===== config.mk =====
export PLATFORM = sky130hd
export DESIGN_NAME = adsr_engine
export DESIGN_NICKNAME = d
export VERILOG_FILES = /design/src/rtl/adsr_engine.sv
export SDC_FILE = /design/constraint.sdc
export NUM_CORES = 1
export LEC_CHECK = 0
export ABC_AREA = 1
export CORE_MARGIN = 3
export CORE_UTILIZATION = 37
export CTS_CLUSTER_SIZE = 8
export DETAILED_ROUTE_END_ITERATION = 16
export GPL_TIMING_DRIVEN = 1
export HOLD_SLACK_MARGIN = 0.08
export PLACE_DENSITY = 0.52
export SYNTH_ARGS = -nofsm -noshare
export SYNTH_HDL_FRONTEND = slang
export SYNTH_SLANG_ARGS = --single-unit

===== constraint.sdc =====
create_clock -name clk -period 12.2 [get_ports clk]
set_input_delay 2.44 -clock clk [delete_from_list [all_inputs] [get_ports clk]]
set_output_delay 2.44 -clock clk [all_outputs]
set_load 0.01 [all_outputs]

===== src/rtl/adsr_engine.sv =====
// Time-multiplexed ADSR envelope engine: each sample_tick starts one sweep that
// updates every voice once, in order, and streams the post-update state and volume.
//   state   | meaning
//   BLANK   | silent, volume held at 0
//   ATTACK  | ramping up by attack_rate toward VMAX
//   DECAY   | ramping down by decay_rate toward SUS
//   SUSTAIN | volume follows sustain_value live
//   RELEASE | ramping down by release_rate toward 0
module adsr_engine #(
   parameter  int NUM_VOICES = 8,
   parameter  int VOL_W      = 18,
   parameter  int RATE_W     = 7,
   localparam int VIDX_W     = $clog2(NUM_VOICES)
) (
   input  logic              clk,
   input  logic              rst,
   input  logic              sample_tick,
   input  logic [RATE_W-1:0] attack_rate,
   input  logic [RATE_W-1:0] decay_rate,
   input  logic [RATE_W-1:0] release_rate,
   input  logic [RATE_W-1:0] sustain_value,
   input  logic              ev_valid,
   output logic              ev_ready,
   input  logic [VIDX_W-1:0] ev_voice,
   input  logic              ev_on,
   output logic              out_valid,
   output logic [VIDX_W-1:0] out_voice,
   output logic [2:0]        out_state,
   output logic [VOL_W-1:0]  out_volume,
   output logic              busy
);

   typedef enum logic [2:0] {
      ST_BLANK   = 3'd0,
      ST_ATTACK  = 3'd1,
      ST_DECAY   = 3'd2,
      ST_SUSTAIN = 3'd3,
      ST_RELEASE = 3'd4
   } state_e;

   localparam logic [VOL_W-1:0]  VMAX = {1'b0, {(VOL_W-1){1'b1}}};
   localparam logic [VIDX_W-1:0] LAST = VIDX_W'(NUM_VOICES - 1);

   logic [2:0]            state_q [NUM_VOICES];
   logic [VOL_W-1:0]      vol_q   [NUM_VOICES];
   logic [NUM_VOICES-1:0] pp_q, pp_d, pr_q, pr_d;
   logic                  busy_q, ev_ready_q;
   logic [VIDX_W-1:0]     vidx_q;
   logic                  out_valid_q;
   logic [VIDX_W-1:0]     out_voice_q;
   logic [2:0]            out_state_q;
   logic [VOL_W-1:0]      out_vol_q;

   logic [2:0]       cur_st, nxt_st;
   logic [VOL_W-1:0] cur_vol, nxt_vol;
   logic             cur_p, cur_r;
   logic [VOL_W-1:0] sus, ar_ext, dr_ext, rr_ext;
   logic [VOL_W:0]   att_sum;
   logic [VOL_W-1:0] att_next, dec_sat, dec_next, rel_next;

   assign sus    = {{(VOL_W-RATE_W-5){1'b0}}, sustain_value, 5'b0};
   assign ar_ext = {{(VOL_W-RATE_W){1'b0}}, attack_rate};
   assign dr_ext = {{(VOL_W-RATE_W){1'b0}}, decay_rate};
   assign rr_ext = {{(VOL_W-RATE_W){1'b0}}, release_rate};

   assign cur_st  = state_q[vidx_q];
   assign cur_vol = vol_q[vidx_q];
   assign cur_p   = pp_q[vidx_q];
   assign cur_r   = pr_q[vidx_q];

   // All ramps saturate: attack at VMAX, decay at SUS (even from below), release at 0.
   assign att_sum  = {1'b0, cur_vol} + {1'b0, ar_ext};
   assign att_next = (att_sum > {1'b0, VMAX}) ? VMAX : att_sum[VOL_W-1:0];
   assign dec_sat  = (cur_vol >= dr_ext) ? cur_vol - dr_ext : '0;
   assign dec_next = (dec_sat < sus) ? sus : dec_sat;
   assign rel_next = (cur_vol >= rr_ext) ? cur_vol - rr_ext : '0;

   always_comb begin
      nxt_st  = cur_st;
      nxt_vol = cur_vol;
      case (cur_st)
         ST_ATTACK: begin
            if (cur_r) begin
               nxt_st = ST_RELEASE;
            end else begin
               nxt_vol = att_next;
               if (att_next == VMAX) nxt_st = ST_DECAY;
            end
         end
         ST_DECAY: begin
            if (cur_r) begin
               nxt_st = ST_RELEASE;
            end else if (cur_p) begin
               nxt_st = ST_ATTACK;
            end else begin
               nxt_vol = dec_next;
               if (dec_next == sus) nxt_st = ST_SUSTAIN;
            end
         end
         ST_SUSTAIN: begin
            nxt_vol = sus;
            if (cur_p)      nxt_st = ST_ATTACK;
            else if (cur_r) nxt_st = ST_RELEASE;
         end
         ST_RELEASE: begin
            if (cur_p) begin
               nxt_st = ST_ATTACK;
            end else begin
               nxt_vol = rel_next;
               if (rel_next == '0) nxt_st = ST_BLANK;
            end
         end
         default: begin
            nxt_vol = '0;
            nxt_st  = cur_p ? ST_ATTACK : ST_BLANK;
         end
      endcase
   end

   // The event set is applied after the consume-clear so it survives a same-cycle collision.
   always_comb begin
      pp_d = pp_q;
      pr_d = pr_q;
      if (busy_q) begin
         pp_d[vidx_q] = 1'b0;
         pr_d[vidx_q] = 1'b0;
      end
      if (ev_valid && ev_ready_q) begin
         pp_d[ev_voice] = ev_on;
         pr_d[ev_voice] = ~ev_on;
      end
   end

   always_ff @(posedge clk) begin
      if (rst) begin
         for (int i = 0; i < NUM_VOICES; i++) begin
            state_q[i] <= ST_BLANK;
            vol_q[i]   <= '0;
         end
         pp_q        <= '0;
         pr_q        <= '0;
         busy_q      <= 1'b0;
         vidx_q      <= '0;
         ev_ready_q  <= 1'b0;
         out_valid_q <= 1'b0;
         out_voice_q <= '0;
         out_state_q <= '0;
         out_vol_q   <= '0;
      end else begin
         ev_ready_q  <= 1'b1;
         pp_q        <= pp_d;
         pr_q        <= pr_d;
         out_valid_q <= busy_q;
         if (busy_q) begin
            state_q[vidx_q] <= nxt_st;
            vol_q[vidx_q]   <= nxt_vol;
            out_voice_q     <= vidx_q;
            out_state_q     <= nxt_st;
            out_vol_q       <= nxt_vol;
            vidx_q          <= vidx_q + VIDX_W'(1);
            if (vidx_q == LAST) busy_q <= 1'b0;
         end else if (sample_tick) begin
            busy_q <= 1'b1;
            vidx_q <= '0;
         end
      end
   end

   assign ev_ready   = ev_ready_q;
   assign busy       = busy_q;
   assign out_valid  = out_valid_q;
   assign out_voice  = out_voice_q;
   assign out_state  = out_state_q;
   assign out_volume = out_vol_q;

endmodule


## Word level (Yosys, flattened, before mapping)

Memory sizes are Yosys's and may differ from the RTL's. A register that Yosys moved wholly into a read port is not among the register bits.
Index checks and enable logic that the tools add are counted.

- Div/mod/pow operators: 0
- Add/sub/neg operators: 4
- Bitwise operators: 4
- Equality and inequality tests: 7
- Mux-type cells: 55
- Shifts and indexed selects: 0
- Multiply operators: 0
- Order comparisons: 8
- Reductions and logical operators: 7

Operators by type and width:

| operator | number |
|---|---|
| 2-to-1 mux 18 bit | 9 |
| case mux 18 bit (4 select lines) | 1 |
| 2-to-1 mux 3 bit | 18 |
| >= comparator 18 x 7 -> 1 bit | 2 |
| subtractor 18 x 7 -> 18 bit | 2 |
| 2-to-1 mux 8 bit | 4 |
| adder 18 x 7 -> 19 bit | 1 |
| greater-than comparator 19 x 17 -> 1 bit, second input constant | 1 |
| equality test 18 x 12 -> 1 bit | 1 |
| equality test 18 x 17 -> 1 bit, second input constant | 1 |
| logical NOT 18 bit | 1 |
| < comparator 18 x 12 -> 1 bit | 1 |
| OR reduction 18 bit | 1 |
| AND 8 bit | 2 |
| bitwise mux 8 bit | 2 |
| 2-to-1 mux 1 bit | 16 |
| case mux 3 bit (4 select lines) | 1 |
| < comparator 3 x 4 -> 1 bit, second input constant | 2 |
| NOT 8 bit | 1 |
| binary-select mux 1 bit (select 3 bit) | 2 |
| demux 1 bit (select 3 bit) | 2 |
| equality test 3 x 2 -> 1 bit, second input constant | 2 |
| equality test 3 bit, second input constant | 2 |
| >= comparator 3 x 1 -> 1 bit, second input constant | 2 |
| 6 further kinds | 8 |

- Flip-flop bits (word level): 46
- Memories: 2
- Latch bits: 0
- Bits in read-only memories: 0
- Word-level logic and storage cells: 96
- RAM bits: 168

Memory list:

| name | words | width | read ports | clocked after Yosys merged registers in | wr ports | line | text |
|---|---|---|---|---|---|---|---|
| vol_q | 8 | 18 | 1 | 1 | 8 | 45 | `logic [VOL_W-1:0] vol_q [NUM_VOICES];` |
| state_q | 8 | 3 | 1 | 1 | 8 | 44 | `logic [2:0] state_q [NUM_VOICES];` |

## Depth between registers and ports, before layout

Gate-level depths: netlist of the first run.

- Depth in word-level cells: 10
- Mapped depth: 43
- Depth with buffers taken out: 36

## Least setup slack after synthesis of the first run

Ideal clock, no wire load.

- Path kind: input -> register
- Start: input port decay_rate[0]
- End: memory state_q[0][2], data pin
- Path buffers: 3
- Setup slack: 6.218 ns
- Stages on the path: 32
- Library setup time: 0.267 ns
- Arrival: 5.715 ns
- Data required time: 11.933 ns
- Path through: ha_1 -> inv_1 -> fa_1 -> nand3_1 -> nand3_1 -> nand3_1 -> nand2_1 -> nand3_1 -> nand2_2 -> nor2_4 -> nand2_4 -> buf_4 -> nand3_1 -> inv_1 -> ha_1 -> nand2_1 -> nor2_1 -> a211oi_1 -> nand2_1 -> nand2_1 -> nand3_2 -> buf_6 -> nand3_1 -> nand3_1 -> nor2_1 -> nand3_1 -> nand2_1 -> nand2_1 -> nand2_1 -> and2_1 -> buf_4 -> nor2_1

RTL lines:

| element | line | text |
|---|---|---|
| start, declared | 19 | `input logic [RATE_W-1:0] decay_rate,` |
| end, declared | 44 |  |

==> results of run 1 <==
## critical path, delay by kind of cell, from the launching register on
kind,cells,cell delay [ns]
AO/OA/AOI/OAI,8,1.08
flip-flops,1,0.90
AND/OR/NAND/NOR,18,2.61
buffers and inverters,5,1.24
adder cells (fa/ha/maj),3,0.86
## placed cells by master, fill, tap and decap left out, drive strengths merged, types with 3 or more instances in the layout
master / synthesis / layout
o221ai: 8 / 8
nand2: 378 / 378
nor3: 23 / 23
and2: 7 / 7
a31oi: 7 / 7
or2: 4 / 4
xor2: 20 / 20
fa: 3 / 3
inv: 286 / 287
dfxtp: 49 / 49
edfxtp: 168 / 168
a211oi: 6 / 6
nand3b: 5 / 5
clkdlybuf4s50: 0 / 62
o21ai: 126 / 126
clkbuf: 34 / 54
ha: 30 / 30
nand3: 128 / 128
o22ai: 30 / 30
nand4: 14 / 14
clkinv: 7 / 8
buf: 38 / 25
a21oi: 38 / 38
o211ai: 8 / 8
o31ai: 4 / 4
o2111ai: 3 / 3
nor2: 323 / 323
## registers in the layout, summed over array words and instances (netlist names), named ones only
signal	flops
pr_q	8
out_volume	18
ev_ready	1
out_voice	3
vidx_q	3
out_valid	1
busy	1
state_q	24
pp_q	8
out_state	3
vol_q	144
## routing by layer
layer | up-vias | share of wire | wire length [um]
met2 | 456 | 0.44 | 19900
met5 | - | 0 | 0
met3 | 87 | 0.076 | 3430
met4 | 0 | 0.028 | 1280
met1 | 5522 | 0.46 | 20800
li1 | 5790 | - | -
## worst paths after layout
kind                           endpoint  slack, ns
max reg2reg  vol_q[4][11]$_SDFFCE_PN0P_       5.09
min                  pp_q[7]$_SDFF_PP0_       0.48
max          vol_q[4][11]$_SDFFCE_PN0P_       5.09
min reg2reg          pp_q[7]$_SDFF_PP0_       0.48
## layout make-up
class	instances	area share
inverters	293	0.0729
well taps	455	0.0375
flip-flops and latches	217	0.397
clock inverters	2	0.000906
clock buffers	54	0.0580
repair buffers	87	0.0532
multi-input cells	1179	0.381
## power by group
part	internal (mW)	total, mW	switching [mW]
clock	0.482	0.801	0.319
combinational	0.179	0.610	0.432
sequential	0.831	0.846	0.0148
## logic make-up after synthesis
| logic type | Yosys count | share of synthesized area |
|---|---|---|
| AND/OR/NAND/NOR | 884 | 0.281 |
| AO/OA/AOI/OAI | 240 | 0.107 |
| buffers and inverters | 365 | 0.112 |
| adder cells (fa/ha/maj) | 33 | 0.0327 |
| XOR/XNOR | 22 | 0.0145 |
| flip-flops | 217 | 0.453 |
## metrics by stage
stage               total power, mW  instance area, um2  setup WS [ns]  hold WS [ns]  utilization
detailed placement             1.46               14300           4.96         0.464        0.409
finish                         2.26               15200           5.09         0.481        0.435
global route                   2.36               15200           4.25         0.504        0.435
CTS                            2.27               15200           5.10         0.477        0.435
global placement               1.46               14300           5.06         0.464        0.409
floorplan                      1.26               13300           6.22         0.440            -
==> flow_summary.json, run 1 <==
{
  "outcome": "finished, final reports clean",
  "cts_buffers": 31,
  "numPlacedInstances": 2231,
  "synth.net_count": 1830,
  "arrival_ns": 7.37,
  "fmax_ghz": 0.141,
  "p_per_area_nw_per_um2": 149,
  "vias_per_cell": 5.18,
  "async_flop_share": 0,
  "wire_per_inst_um": 19.8,
  "antenna_found_initial": 0,
  "worst_pin_slew_ns": 1.06,
  "initialDrtViolationCount": 1134,
  "cts_tree": "done",
  "required_ns": 12.46,
  "synth.distinct_cells": 51,
  "drive_above_1_share": 0.0650,
  "io_pins": 63,
  "die_w_um": 196,
  "grt_max_degree": 83,
  "cp_slowest_cell": "dfxtp_2",
  "num_rows": 68,
  "setup_viol": 0,
  "post_cts_buffers": 0,
  "finalSetupTns_ns": 0,
  "cts.repair.resized": 0,
  "die-area_um2": 38300,
  "fin_crit_sh": 0.583,
  "use_met2": 0.359,
  "via_count": 11900,
  "yosysSeqAreaShare": 0.453,
  "grt_pass1_vias": 11300,
  "num_antenna_cells": 0,
  "gr-usage-met1": 0.339,
  "drt_pre_antenna_iters": 6,
  "grt_use_met3": 0.0366,
  "cts.sinks": 217,
  "coreArea_um2": 35000,
  "r2r_cells": 34,
  "peakVddDrop_mv": 0.117,
  "worst_path_most_repeated_cell": "nand2_1",
  "clk_latency_ns": 0.56,
  "hpwl_um": 30300,
  "start_util": 0.381,
  "root_buffer": "clkbuf_16",
  "ys_seq_elements": 217,
  "finalClockSkew_ns": 0.0310,
  "max_cap_viol_count": 0,
  "drc": 0,
  "synthTopCellsByCount": "359 x nand2_1, 310 x nor2_1, 278 x inv_1, 168 x edfxtp_1, 126 x nand3_1",
  "htreeDepth": 1,
  "hold_path_depth": 2,
  "layout.nets": 1878,
  "maxSlewHeadroom": 0.289,
  "avgSynthCellArea_um2": 7.56,
  "fin_cells": 2287,
  "busiest_layer": "met2",
  "gr-total-overflow": 0,
  "drv_slew": 0,
  "gp_congestion": 0.928,
  "synthCells": 1761,
  "grt_usage": 0.232,
  "finalCriticalPeriod_ns": 7.11,
  "synth_top_area_frac": 0.379,
  "max-clock-path-buffers": 3,
  "path_clk_slew_ns": 0.05,
  "hold_start": "pp_q[7]$_SDFF_PP0_",
  "hold_viol": 0,
  "synth.most_common_cell": "nand2_1",
  "crit_type": "flip-flop to flip-flop",
  "portBuffers": 62,
  "ys_top_cells_by_area": "edfxtp_1 38%, nand2_1 10%, nor2_1 8.7%",
  "layout.area.seq_um2": 6030,
  "leakagePower_nw": 6.85,
  "netlist_area_um2": 13300,
  "multiInputGateArea_um2": 5790,
  "fp.dieH_um": 196,
  "grt_pass1_wl_um": 68500,
  "hold_path.class": "flip-flop to flip-flop",
  "synth_top_area_cell": "edfxtp_1",
  "totalWireLength_um": 45400,
  "fillers": 3561,
  "synthFlopType": "edfxtp_1",
  "start_kind": "flip-flop",
  "cp-end-kind": "flip-flop",
  "critPathMaxStageDelay_ns": 0.90,
  "rsz0062_at_grt": "false",
  "yosysWarnings": 0,
  "postCtsHoldBufs": 0,
  "synth_edf_count": 168,
  "syn_to_final_growth_pct": 14.2,
  "postRouteAntennaNets": 0,
  "path_max_fanout": 82
}
Note: power is estimated with default switching activity, not from simulation.
==> run 2: changes to the inputs <==
clock period = 7.2 ns   (was 12.2 ns; I/O delays follow)
==> flow_summary.json, run 2 (synthesis results as in run 1) <==
{
  "start_kind": "flip-flop",
  "cts.sinks": 217,
  "drc": 0,
  "finalCriticalPeriod_ns": 6.08,
  "path_max_fanout": 57,
  "die-area_um2": 38300,
  "cts_buffers": 31,
  "critPathTopFamily": "simple AND/OR/NAND/NOR gates",
  "drive_above_1_share": 0.0690,
  "worst_path_most_repeated_cell": "nand2_1",
  "fp.dieH_um": 196,
  "maxSlewHeadroom": 0.269,
  "final_common_cell": "nand2_1",
  "finalClockSkew_ns": 0.0391,
  "max_cap_viol_count": 0,
  "required_ns": 7.46,
  "num_rows": 68,
  "r2r_cells": 32,
  "leakagePower_nw": 6.89,
  "wire_per_inst_um": 20.5,
  "outcome": "finished, final reports clean",
  "cts.repair.resized": 0,
  "syn_to_final_growth_pct": 14.6,
  "grt_usage": 0.241,
  "fmax_ghz": 0.165,
  "gp_congestion": 0.942,
  "max-clock-path-buffers": 3,
  "holdWs_ns": 0.474,
  "drt_pre_antenna_iters": 5,
  "cp_slowest_cell": "buf_4",
  "io_pins": 63,
  "hpwl_um": 31800,
  "arrival_ns": 6.33,
  "initialDrtViolationCount": 1031,
  "via_count": 11900,
  "postCtsHoldBufs": 0,
  "portBuffers": 62,
  "grt_max_degree": 83,
  "post_cts_buffers": 0,
  "drv_slew": 0,
  "cts_tree": "done",
  "gr-total-overflow": 0,
  "layout.nets": 1887,
  "start_util": 0.381,
  "setup_viol": 0,
  "htreeDepth": 1,
  "critPathMaxStageDelay_ns": 0.54,
  "endpoint": "state_q[0][2]$_SDFFCE_PN0P_",
  "fin_crit_sh": 0.844,
  "peakVddDrop_mv": 0.185,
  "grt_pass1_vias": 11400,
  "grt_pass1_wl_um": 70700,
  "worst_pin_slew_ns": 1.09,
  "worst-path-buf-inv": 3,
  "ff2ff_setup_slack_ns": 1.12,
  "crit_type": "flip-flop to flip-flop",
  "hold_path.class": "flip-flop to flip-flop",
  "p_per_area_nw_per_um2": 252,
  "largest_reg_flops": 144,
  "root_buffer": "clkbuf_16",
  "clk_latency_ns": 0.57,
  "totalWireLength_um": 47000,
  "fillers": 3549,
  "cp-end-kind": "flip-flop",
  "top_register": "vol_q",
  "critical_path_cell_count": 32,
  "rsz0062_at_grt": "false",
  "hold_viol": 0,
  "die_w_um": 196,
  "path_clk_slew_ns": 0.05,
  "num_antenna_cells": 0,
  "postRouteAntennaNets": 0,
  "r2r-end": "state_q[0][2]$_SDFFCE_PN0P_",
  "antenna_found_initial": 0,
  "final_cell_mix": "359 x nand2_1, 310 x nor2_1, 278 x inv_1, 168 x edfxtp_1, 126 x nand3_1",
  "finalSetupTns_ns": 0,
  "vias_per_cell": 5.18,
  "coreArea_um2": 35000
}
-- run 2: worst min path at each step --
stage / startpoint / to / slack [ns] / depth (start not counted)
final: pr_q[0]$_SDFF_PP0_ / pr_q[0]$_SDFF_PP0_ / 0.47 / 2
after global routing: pp_q[4]$_SDFF_PP0_ / pp_q[4]$_SDFF_PP0_ / 0.49 / 2
after CTS: pr_q[0]$_SDFF_PP0_ / pr_q[0]$_SDFF_PP0_ / 0.47 / 2
after detailed placement: pr_q[4]$_SDFF_PP0_ / pr_q[4]$_SDFF_PP0_ / 0.47 / 2
after global placement: pr_q[4]$_SDFF_PP0_ / pr_q[4]$_SDFF_PP0_ / 0.46 / 2
after floorplan: pp_q[7]$_SDFF_PP0_ / pp_q[7]$_SDFF_PP0_ / 0.44 / 2
-- run 2: worst min-delay path, delay by kind of cell, from the launching register on --
family	cells	cell delay (ns)
DFF	1	0.31
and+or+nand+nor	1	0.06
AOI/OAI and AO/OA	1	0.05
-- run 2: final cells by class --
class	count	area [um2]	area share
clock inverter	2	13.8	0.000902
sequential	217	6030	0.395
multi-input combinational	1179	5790	0.379
timing repair buffer	96	876	0.0574
inverter	293	1110	0.0726
tap	455	569	0.0373
clock buffer	54	872	0.0572
-- run 2: power by group --
| group | total (mW) | switching (mW) | internal, mW |
|---|---|---|---|
| logic | 1.05 | 0.743 | 0.307 |
| registers | 1.43 | 0.0224 | 1.41 |
| clock network | 1.36 | 0.551 | 0.808 |
-- run 2: through the flow --
step                cell area (um2)  worst slack, ns  std cells   util  power, mW
floorplan                     13300             1.66       1761      -       2.13
global placement              14400            0.846       2240  0.411       2.50
detailed placement            14400            0.877       2240  0.411       2.49
CTS                           15300             1.12       2296  0.436       3.85
global route                  15300            0.452       2296  0.436       4.03
finish                        15300             1.12       2296  0.436       3.84
-- run 2: metal layers --
layer  vias to the layer above  track usage  part of all wire
li1                       5801            -                 -
met4                         0       0.0607             0.023
met1                      5594        0.352              0.47
met3                        72       0.0337             0.064
met2                       419        0.379              0.45
met5                         -            0                 0
